`src/rtl/lcd_id_ctrl.sv`:
```
// lcd_id_ctrl: reads the panel ID straps {M2,M1,M0} from the shared RGB pads,
//   debounces them, and decodes the panel ID and pixel clock divide code.
// Latency: first sample SETTLE_CYC cycles after entering SETTLE, then one sample
//   every SAMPLE_GAP cycles; outputs load on the edge after the deciding sample.
// Backpressure: none. A rescan pulse restarts the scan from any state.
//
// Ports:
//   clk_50m     50 MHz system clock
//   rst_n       asynchronous active-low reset
//   rescan      single-cycle request to re-read the panel ID
//   lcd_rgb_in  RGB pad inputs; straps M2/M1/M0 on bits 7/15/23
//   rgb_oe      RGB pad output enable, low while the straps are being read
//   id_valid    lcd_id, div_sel and pix_en are valid
//   id_err      straps never stabilised, so the default ID is in use
//   lcd_id      decoded panel ID
//   div_sel     pixel divide code: 0=/1, 1=/2, 2=/4, 3=/6
//   pix_en      pixel-rate clock enable in the clk_50m domain
module lcd_id_ctrl #(
  parameter int SETTLE_CYC  = 1000,
  parameter int SAMPLE_GAP  = 250,
  parameter int MATCH_CNT   = 3,
  parameter int MAX_SAMPLES = 16
) (
  input  logic        clk_50m,
  input  logic        rst_n,
  input  logic        rescan,
  input  logic [23:0] lcd_rgb_in,
  output logic        rgb_oe,
  output logic        id_valid,
  output logic        id_err,
  output logic [15:0] lcd_id,
  output logic [1:0]  div_sel,
  output logic        pix_en
);

  // One timer serves both the settle wait and the inter-sample gap, so it is
  // sized for the larger of the two.
  localparam int TMR_MAX = (SETTLE_CYC > SAMPLE_GAP) ? SETTLE_CYC : SAMPLE_GAP;
  localparam int TW      = (TMR_MAX > 1) ? $clog2(TMR_MAX + 1) : 1;
  localparam int MW      = $clog2(MATCH_CNT + 1);
  localparam int SW      = $clog2(MAX_SAMPLES + 1);

  localparam logic [TW-1:0] SETTLE_LAST = TW'(SETTLE_CYC - 1);
  localparam logic [TW-1:0] GAP_LAST    = TW'(SAMPLE_GAP - 1);
  localparam logic [MW-1:0] MATCH_DONE  = MW'(MATCH_CNT);
  localparam logic [SW-1:0] SAMP_DONE   = SW'(MAX_SAMPLES);

  localparam logic [1:0] ST_SETTLE = 2'd0;
  localparam logic [1:0] ST_SAMPLE = 2'd1;
  localparam logic [1:0] ST_DONE   = 2'd2;

  localparam logic [15:0] DEFAULT_ID  = 16'h4342;
  localparam logic [1:0]  DEFAULT_DIV = 2'd3;

  logic [1:0]    state;
  logic [TW-1:0] tmr;
  logic [MW-1:0] match;
  logic [SW-1:0] nsamp;
  logic [2:0]    last_strap;
  logic [2:0]    div_cnt;

  logic [2:0]    strap;
  logic          hit;
  logic          exhausted;
  logic [17:0]   dec;
  logic [2:0]    div_last;
  logic [2:0]    div_nxt;

  assign strap     = {lcd_rgb_in[7], lcd_rgb_in[15], lcd_rgb_in[23]};
  assign hit       = (match == MATCH_DONE);
  assign exhausted = (nsamp == SAMP_DONE);

  // Decode of the last accepted strap value: {lcd_id, div_sel}.
  always_comb begin
    dec = {DEFAULT_ID, DEFAULT_DIV};
    case (last_strap)
      3'b000:  dec = {16'h4342, 2'd3};
      3'b001:  dec = {16'h7084, 2'd1};
      3'b010:  dec = {16'h7016, 2'd0};
      3'b100:  dec = {16'h1018, 2'd0};
      3'b101:  dec = {16'h1963, 2'd0};
      default: dec = {DEFAULT_ID, DEFAULT_DIV};
    endcase
  end

  // Terminal count of the pixel divider (N-1) for the active divide code.
  always_comb begin
    div_last = 3'd0;
    case (div_sel)
      2'd1:    div_last = 3'd1;
      2'd2:    div_last = 3'd3;
      2'd3:    div_last = 3'd5;
      default: div_last = 3'd0;
    endcase
  end

  assign div_nxt = (div_cnt == div_last) ? 3'd0 : div_cnt + 3'd1;

  always_ff @(posedge clk_50m or negedge rst_n) begin
    if (!rst_n) begin
      state      <= ST_SETTLE;
      tmr        <= '0;
      match      <= '0;
      nsamp      <= '0;
      last_strap <= '0;
      div_cnt    <= '0;
      rgb_oe     <= 1'b0;
      id_valid   <= 1'b0;
      id_err     <= 1'b0;
      pix_en     <= 1'b0;
      lcd_id     <= 16'h0000;
      div_sel    <= DEFAULT_DIV;
    end else if (rescan) begin
      // lcd_id/div_sel deliberately retained until the next load in DONE.
      state      <= ST_SETTLE;
      tmr        <= '0;
      match      <= '0;
      nsamp      <= '0;
      last_strap <= '0;
      div_cnt    <= '0;
      rgb_oe     <= 1'b0;
      id_valid   <= 1'b0;
      pix_en     <= 1'b0;
    end else begin
      case (state)
        ST_SETTLE: begin
          if (tmr == SETTLE_LAST) begin
            tmr        <= '0;
            state      <= ST_SAMPLE;
            last_strap <= strap;
            nsamp      <= SW'(1);
            match      <= MW'(1);
          end else begin
            tmr <= tmr + TW'(1);
          end
        end
        ST_SAMPLE: begin
          // A match on the final budgeted sample still counts as a match.
          if (hit) begin
            state    <= ST_DONE;
            lcd_id   <= dec[17:2];
            div_sel  <= dec[1:0];
            id_err   <= 1'b0;
            id_valid <= 1'b1;
            rgb_oe   <= 1'b1;
            div_cnt  <= '0;
            pix_en   <= (dec[1:0] == 2'd0);
          end else if (exhausted) begin
            state    <= ST_DONE;
            lcd_id   <= DEFAULT_ID;
            div_sel  <= DEFAULT_DIV;
            id_err   <= 1'b1;
            id_valid <= 1'b1;
            rgb_oe   <= 1'b1;
            div_cnt  <= '0;
            pix_en   <= 1'b0;
          end else if (tmr == GAP_LAST) begin
            tmr        <= '0;
            last_strap <= strap;
            nsamp      <= nsamp + SW'(1);
            match      <= (strap == last_strap) ? match + MW'(1) : MW'(1);
          end else begin
            tmr <= tmr + TW'(1);
          end
        end
        ST_DONE: begin
          // Divider count is 0 in the first valid cycle; pix_en marks count N-1.
          if (div_sel == 2'd0) begin
            pix_en <= 1'b1;
          end else begin
            div_cnt <= div_nxt;
            pix_en  <= (div_nxt == div_last);
          end
        end
        default: begin
          state <= ST_SETTLE;
          tmr   <= '0;
        end
      endcase
    end
  end

endmodule

```
`config.mk`:
```
export PLATFORM = sky130hd
export DESIGN_NAME = lcd_id_ctrl
export DESIGN_NICKNAME = d
export VERILOG_FILES = /design/src/rtl/lcd_id_ctrl.sv
export SDC_FILE = /design/constraint.sdc
export NUM_CORES = 1
export LEC_CHECK = 0
export ABC_AREA = 1
export CAP_MARGIN = 30
export CORE_AREA = 2 2 81 59
export DETAILED_ROUTE_END_ITERATION = 6
export DIE_AREA = 0 0 83 61
export PLACE_DENSITY = 0.92
export SYNTH_ARGS = -nofsm -noshare
export SYNTH_HDL_FRONTEND = slang
export SYNTH_SLANG_ARGS = --single-unit
```
`constraint.sdc`:
```
create_clock -name clk_50m -period 3.3 [get_ports clk_50m]
set_input_delay 0.66 -clock clk_50m [delete_from_list [all_inputs] [get_ports clk_50m]]
set_output_delay 0.66 -clock clk_50m [all_outputs]
set_load 0.05 [all_outputs]
```
* Word-level counts from Yosys, hierarchy flattened
Cells that the tools add are included.
Word-level totals: flip-flop bits (word level) 46, input port bits 27, output and inout port bits 22, logic and storage cells 105
Operators by class: add/sub/neg operators 4, eq/ne operators 23, muxes and demuxes 51, bitwise gates (word level) 1, reduce and logical (&&, ||, !) cells 15
Operators by type and width (count):
- $pmux W17 S4 | 1
- $mux W10 | 5
- $mux W16 | 2
- $mux W3 | 10
- $pmux W10 S3 | 1
- $mux W5 | 5
- $mux W2 | 11
- $ne A3 B3 Y1 const B | 5
- $pmux W3 S2 | 2
- $reduce_and A3 Y1 | 4
- $add A10 B1 Y10 const B | 1
- $eq A10 B10 Y1 const B | 1
- $eq A10 B8 Y1 const B | 1
- $pmux W5 S2 | 1
- $eq A3 B3 Y1 | 3
- $mux W1 | 9
- $pmux W3 S3 | 1
- $reduce_bool A3 Y1 | 3
- $eq A2 B2 Y1 const B | 4
- $eq A3 B3 Y1 const B | 2
- $logic_not A2 Y1 | 3
- $pmux W2 S3 | 1
- $add A5 B1 Y5 const B | 1
- $eq A5 B5 Y1 const B | 1
- other kinds (13) | 16

* Depth between registers and ports, before layout
depth in word-level cells 8, gate-level depth with buffers 12, gate-level depth less buffers 12

* Worst setup path after synthesis
OpenSTA, ideal clock, no wires.
path type register to output, from reg lcd_id[11], to out lcd_id[11], arrival 922 ps, setup slack 1718 ps, stages on the path, launching flop included 2, cell sequence dfrtp_1 > buf_4
RTL lines:
- start: declaration | line 31 | output logic [15:0] lcd_id,
- start signal: assignment | line 141 | lcd_id <= dec[17:2];
No word-level cell between the ends.

* Worst setup path in the final report
from reg div_sel[1], to out div_sel[1]
RTL lines:
- start: declaration | line 32 | output logic [1:0] div_sel,
- start signal: assignment | line 142 | div_sel <= dec[1:0];
No word-level cell between the ends.

==> load_flow_metrics.sql <==
INSERT INTO impl_metrics (metric_group, metric, value, unit) VALUES
('synthesis', 'synth_area_leader_cell', 'dfrtp_1', ''),
('global_routing', 'grt_max_degree', '41', ''),
('global_routing', 'gr-usage-all-layers', '0.211', ''),
('floorplan', 'core_region_area', '4280', 'um^2'),
('route', 'post_drt_via_cell_ratio', '5.24', ''),
('global_routing', 'globalRouteOverflowTotal', '0', ''),
('global_routing', 'antenna_found_initial', '0', ''),
('sta', 'finalMaxSlewViolations', '0', ''),
('clock_network', 'numCtsBuffers', '5', ''),
('global_routing', 'grt_util_met1', '0.262', ''),
('sta', 'postLayoutSetupSlackWorst', '0.907', 'ns'),
('cells_and_area', 'antennaDiodeCount', '0', ''),
('sta', 'clock_skew', '0.00907', 'ns'),
('floorplan', 'die-height', '61', 'um'),
('floorplan', 'placement_rows', '20', ''),
('clock_network', 'cts.htree.levels', '2', ''),
('cells_and_area', 'layout-drive-gt1-share', '0.111', ''),
('route', 'initialDrtViolationCount', '80', ''),
('sta', 'max_freq', '418', 'MHz'),
('global_routing', 'gr-usage-met2', '0.369', ''),
('clock_network', 'cts.root.buffer_cell', 'clkbuf_8', ''),
('cells_and_area', 'finish.instance_area', '2600', 'um^2'),
('critical_path', 'timing.setup.critical_path_class', 'register to output pin', ''),
('sta', 'final-hold-violation-count', '0', ''),
('cells_and_area', 'final_util', '0.607', ''),
('route', 'drt.antenna.violating_nets', '0', ''),
('global_routing', 'number_of_global_route_vias_before_repair', '1789', ''),
('critical_path', 'number_of_buffers_and_inverters_on_the_critical_path', '1', ''),
('synthesis', 'cells_after_synthesis', '274', ''),
('clock_network', 'cts.hold.buffers_added', '0', ''),
('floorplan', 'floorplan.initialDensity', '0.524', ''),
('critical_path', 'cells_along_the_critical_path', 'clkdlybuf4s50_1', ''),
('critical_path', 'r2r_setup_slack', '1.31', 'ns'),
('route', 'dr.pass1.iters', '4', ''),
('synthesis', 'postSynth.asyncResetShare', '1.00', ''),
('clock_network', 'clkSlewWorstSetupHoldPaths', '0.08', 'ns'),
('outcome', 'outcome', 'finished clean', ''),
('placed_design', 'place.gp.congestion', '0.899', ''),
('route', 'finalWirelength', '4.64', 'mm'),
('critical_path', 'depth_of_the_most_critical_reg_to_reg_path', '10', ''),
('synthesis', 'synth_seq_cells', '40', ''),
('route', 'routed_wire_length_per_instance', '13.2', 'um'),
('clock_network', 'clock_sinks', '40', ''),
('hold_path', 'min-delay-path-class', 'input pin to asynchronous set/reset pin', ''),
('floorplan', 'i_o_pin_count', '49', ''),
('floorplan', 'fp.dieArea', '5060', 'um^2'),
('critical_path', 'timing.critical_path.slowest_stage_cell', 'clkdlybuf4s50_1', ''),
('clock_network', 'postCtsSetupBuffers', '0', ''),
('placed_design', 'port_buffers', '25', ''),
('synthesis', 'unique_masters_post_synth', '38', ''),
('cells_and_area', 'fillCellCount', '366', ''),
('critical_path', 'cp.arrival', '1.73', 'ns'),
('sta', 'transition_time_at_the_pin_with_the_least_slew_margin', '0.876', 'ns'),
('critical_path', 'timing.critical_path.required', '2.64', 'ns'),
('clock_network', 'clock_tree.buffer_depth', '2', ''),
('clock_network', 'cts_tree', 'yes', ''),
('cells_and_area', 'flow.area_growth_from_synthesis', '15.8', '%'),
('global_routing', 'gr-usage-met3', '0.0558', ''),
('global_routing', 'global_route_wire_length_before_repair', '8.24', 'mm'),
('sta', 'slew-limit-headroom', '0.416', ''),
('route', 'drc', '0', ''),
('synthesis', 'netlist_area', '2240', 'um^2'),
('power', 'leakage', '1.20', 'nW'),
('critical_path', 'critical_path_depth', '1', ''),
('power', 'power_per_cell_area', '539', 'nW/um^2'),
('synthesis', 'synth_top_flop_cell', 'dfrtp_1', ''),
('placed_design', 'pre_cts_ws', '0.695', 'ns'),
('clock_network', 'clock_insertion_delay_worst_skew', '0.30', 'ns'),
('placed_design', 'dp_wirelength', '3.35', 'mm'),
('critical_path', 'crit_path_max_fanout', '8', ''),
('synthesis', 'post_synth.cell_area_avg', '8.19', 'um^2');
-- cell usage after synthesis, drive strengths merged, types with 2 or more instances --
cell type and count:
a21oi 12, nand4 4, buf 10, dfrtp 38
nand2 60, inv 38, o21ai 26, o22ai 4
xor2 5, nor3 4, nor3b 2, xnor2 3
nor2 27, nand3 24, dfstp 2, ha 6
-- final cells by class --
class	instances	area (um^2)	area share
inverters	38	145	0.0558
clock buffers	6	82.6	0.0318
flip-flops and latches	40	1000	0.386
clock inverters	2	38.8	0.0149
multi-input cells	187	1010	0.390
repair buffers	25	245	0.0944
well taps	55	68.8	0.0265
-- stage by stage --
step / hold WS, ns / power [mW] / cells
finish: 0.469 / 1.40 / 353
global placement: 0.470 / 0.970 / 345
detailed placement: 0.472 / 0.987 / 345
global route: 0.524 / 1.48 / 353
floorplan: 0.364 / 0.886 / 275
CTS: 0.492 / 1.41 / 353
-- path summary, 6_finish.rpt --
| kind | start | to |
|---|---|---|
| max | div_sel[1]$_DFFE_PN1P_ | div_sel[1] |
| min | rst_n | lcd_id[12]$_DFFE_PN0P_ |
| max reg2reg | nsamp[0]$_DFFE_PN0P_ | nsamp[0]$_DFFE_PN0P_ |
| min reg2reg | lcd_id[7]$_DFFE_PN0P_ | lcd_id[7]$_DFFE_PN0P_ |
| max in group asynchronous | rst_n | tmr[9]$_DFFE_PN0P_ |
| min in group clk_50m | lcd_id[7]$_DFFE_PN0P_ | lcd_id[7]$_DFFE_PN0P_ |
-- power breakdown --
group / internal [mW] / total (mW) / leakage (nW) / switching, mW
combinational: 0.125 / 0.384 / 0.603 / 0.260
sequential: 0.544 / 0.595 / 0.533 / 0.0510
clock: 0.247 / 0.423 / 0.0614 / 0.176
-- sequential cells by signal, summed over array words and instances (netlist names) --
name and cells:
div_cnt 3, id_valid 1, match 2, last_strap 3
lcd_id 10, id_err 1, pix_en 1, tmr 10
state 2, nsamp 5, div_sel 2
-- layout by cell type (no fill, tap or decap), types with 5 or more instances in the layout --
cell type / n
a21oi_1: 12
clkdlybuf4s50_1: 24
nand3_1: 21
o21ai_2: 5
xor2_1: 5
o21ai_1: 9
dfrtp_1: 38
inv_1: 33
o21ai_0: 12
clkbuf_8: 6
nor2_1: 24
ha_1: 6
nand2_1: 55
-- layer usage --
layer,part of all wire,up-vias
met4,0.012,0
met1,0.47,864
li1,-,931
met3,0.046,5
met5,0,-
met2,0.47,51
-- logic make-up after synthesis --
family | count (synthesis) | share of synthesized area
AOI/OAI and AO/OA | 47 | 0.122
other | 1 | 0.00167
muxes | 1 | 0.00446
xor gates and xnor gates | 8 | 0.0312
buffers and inverters | 48 | 0.102
DFF | 40 | 0.447
and+or+nand+nor | 123 | 0.258
adders and majority gates | 6 | 0.0335
(Power assumes the default switching activity.)
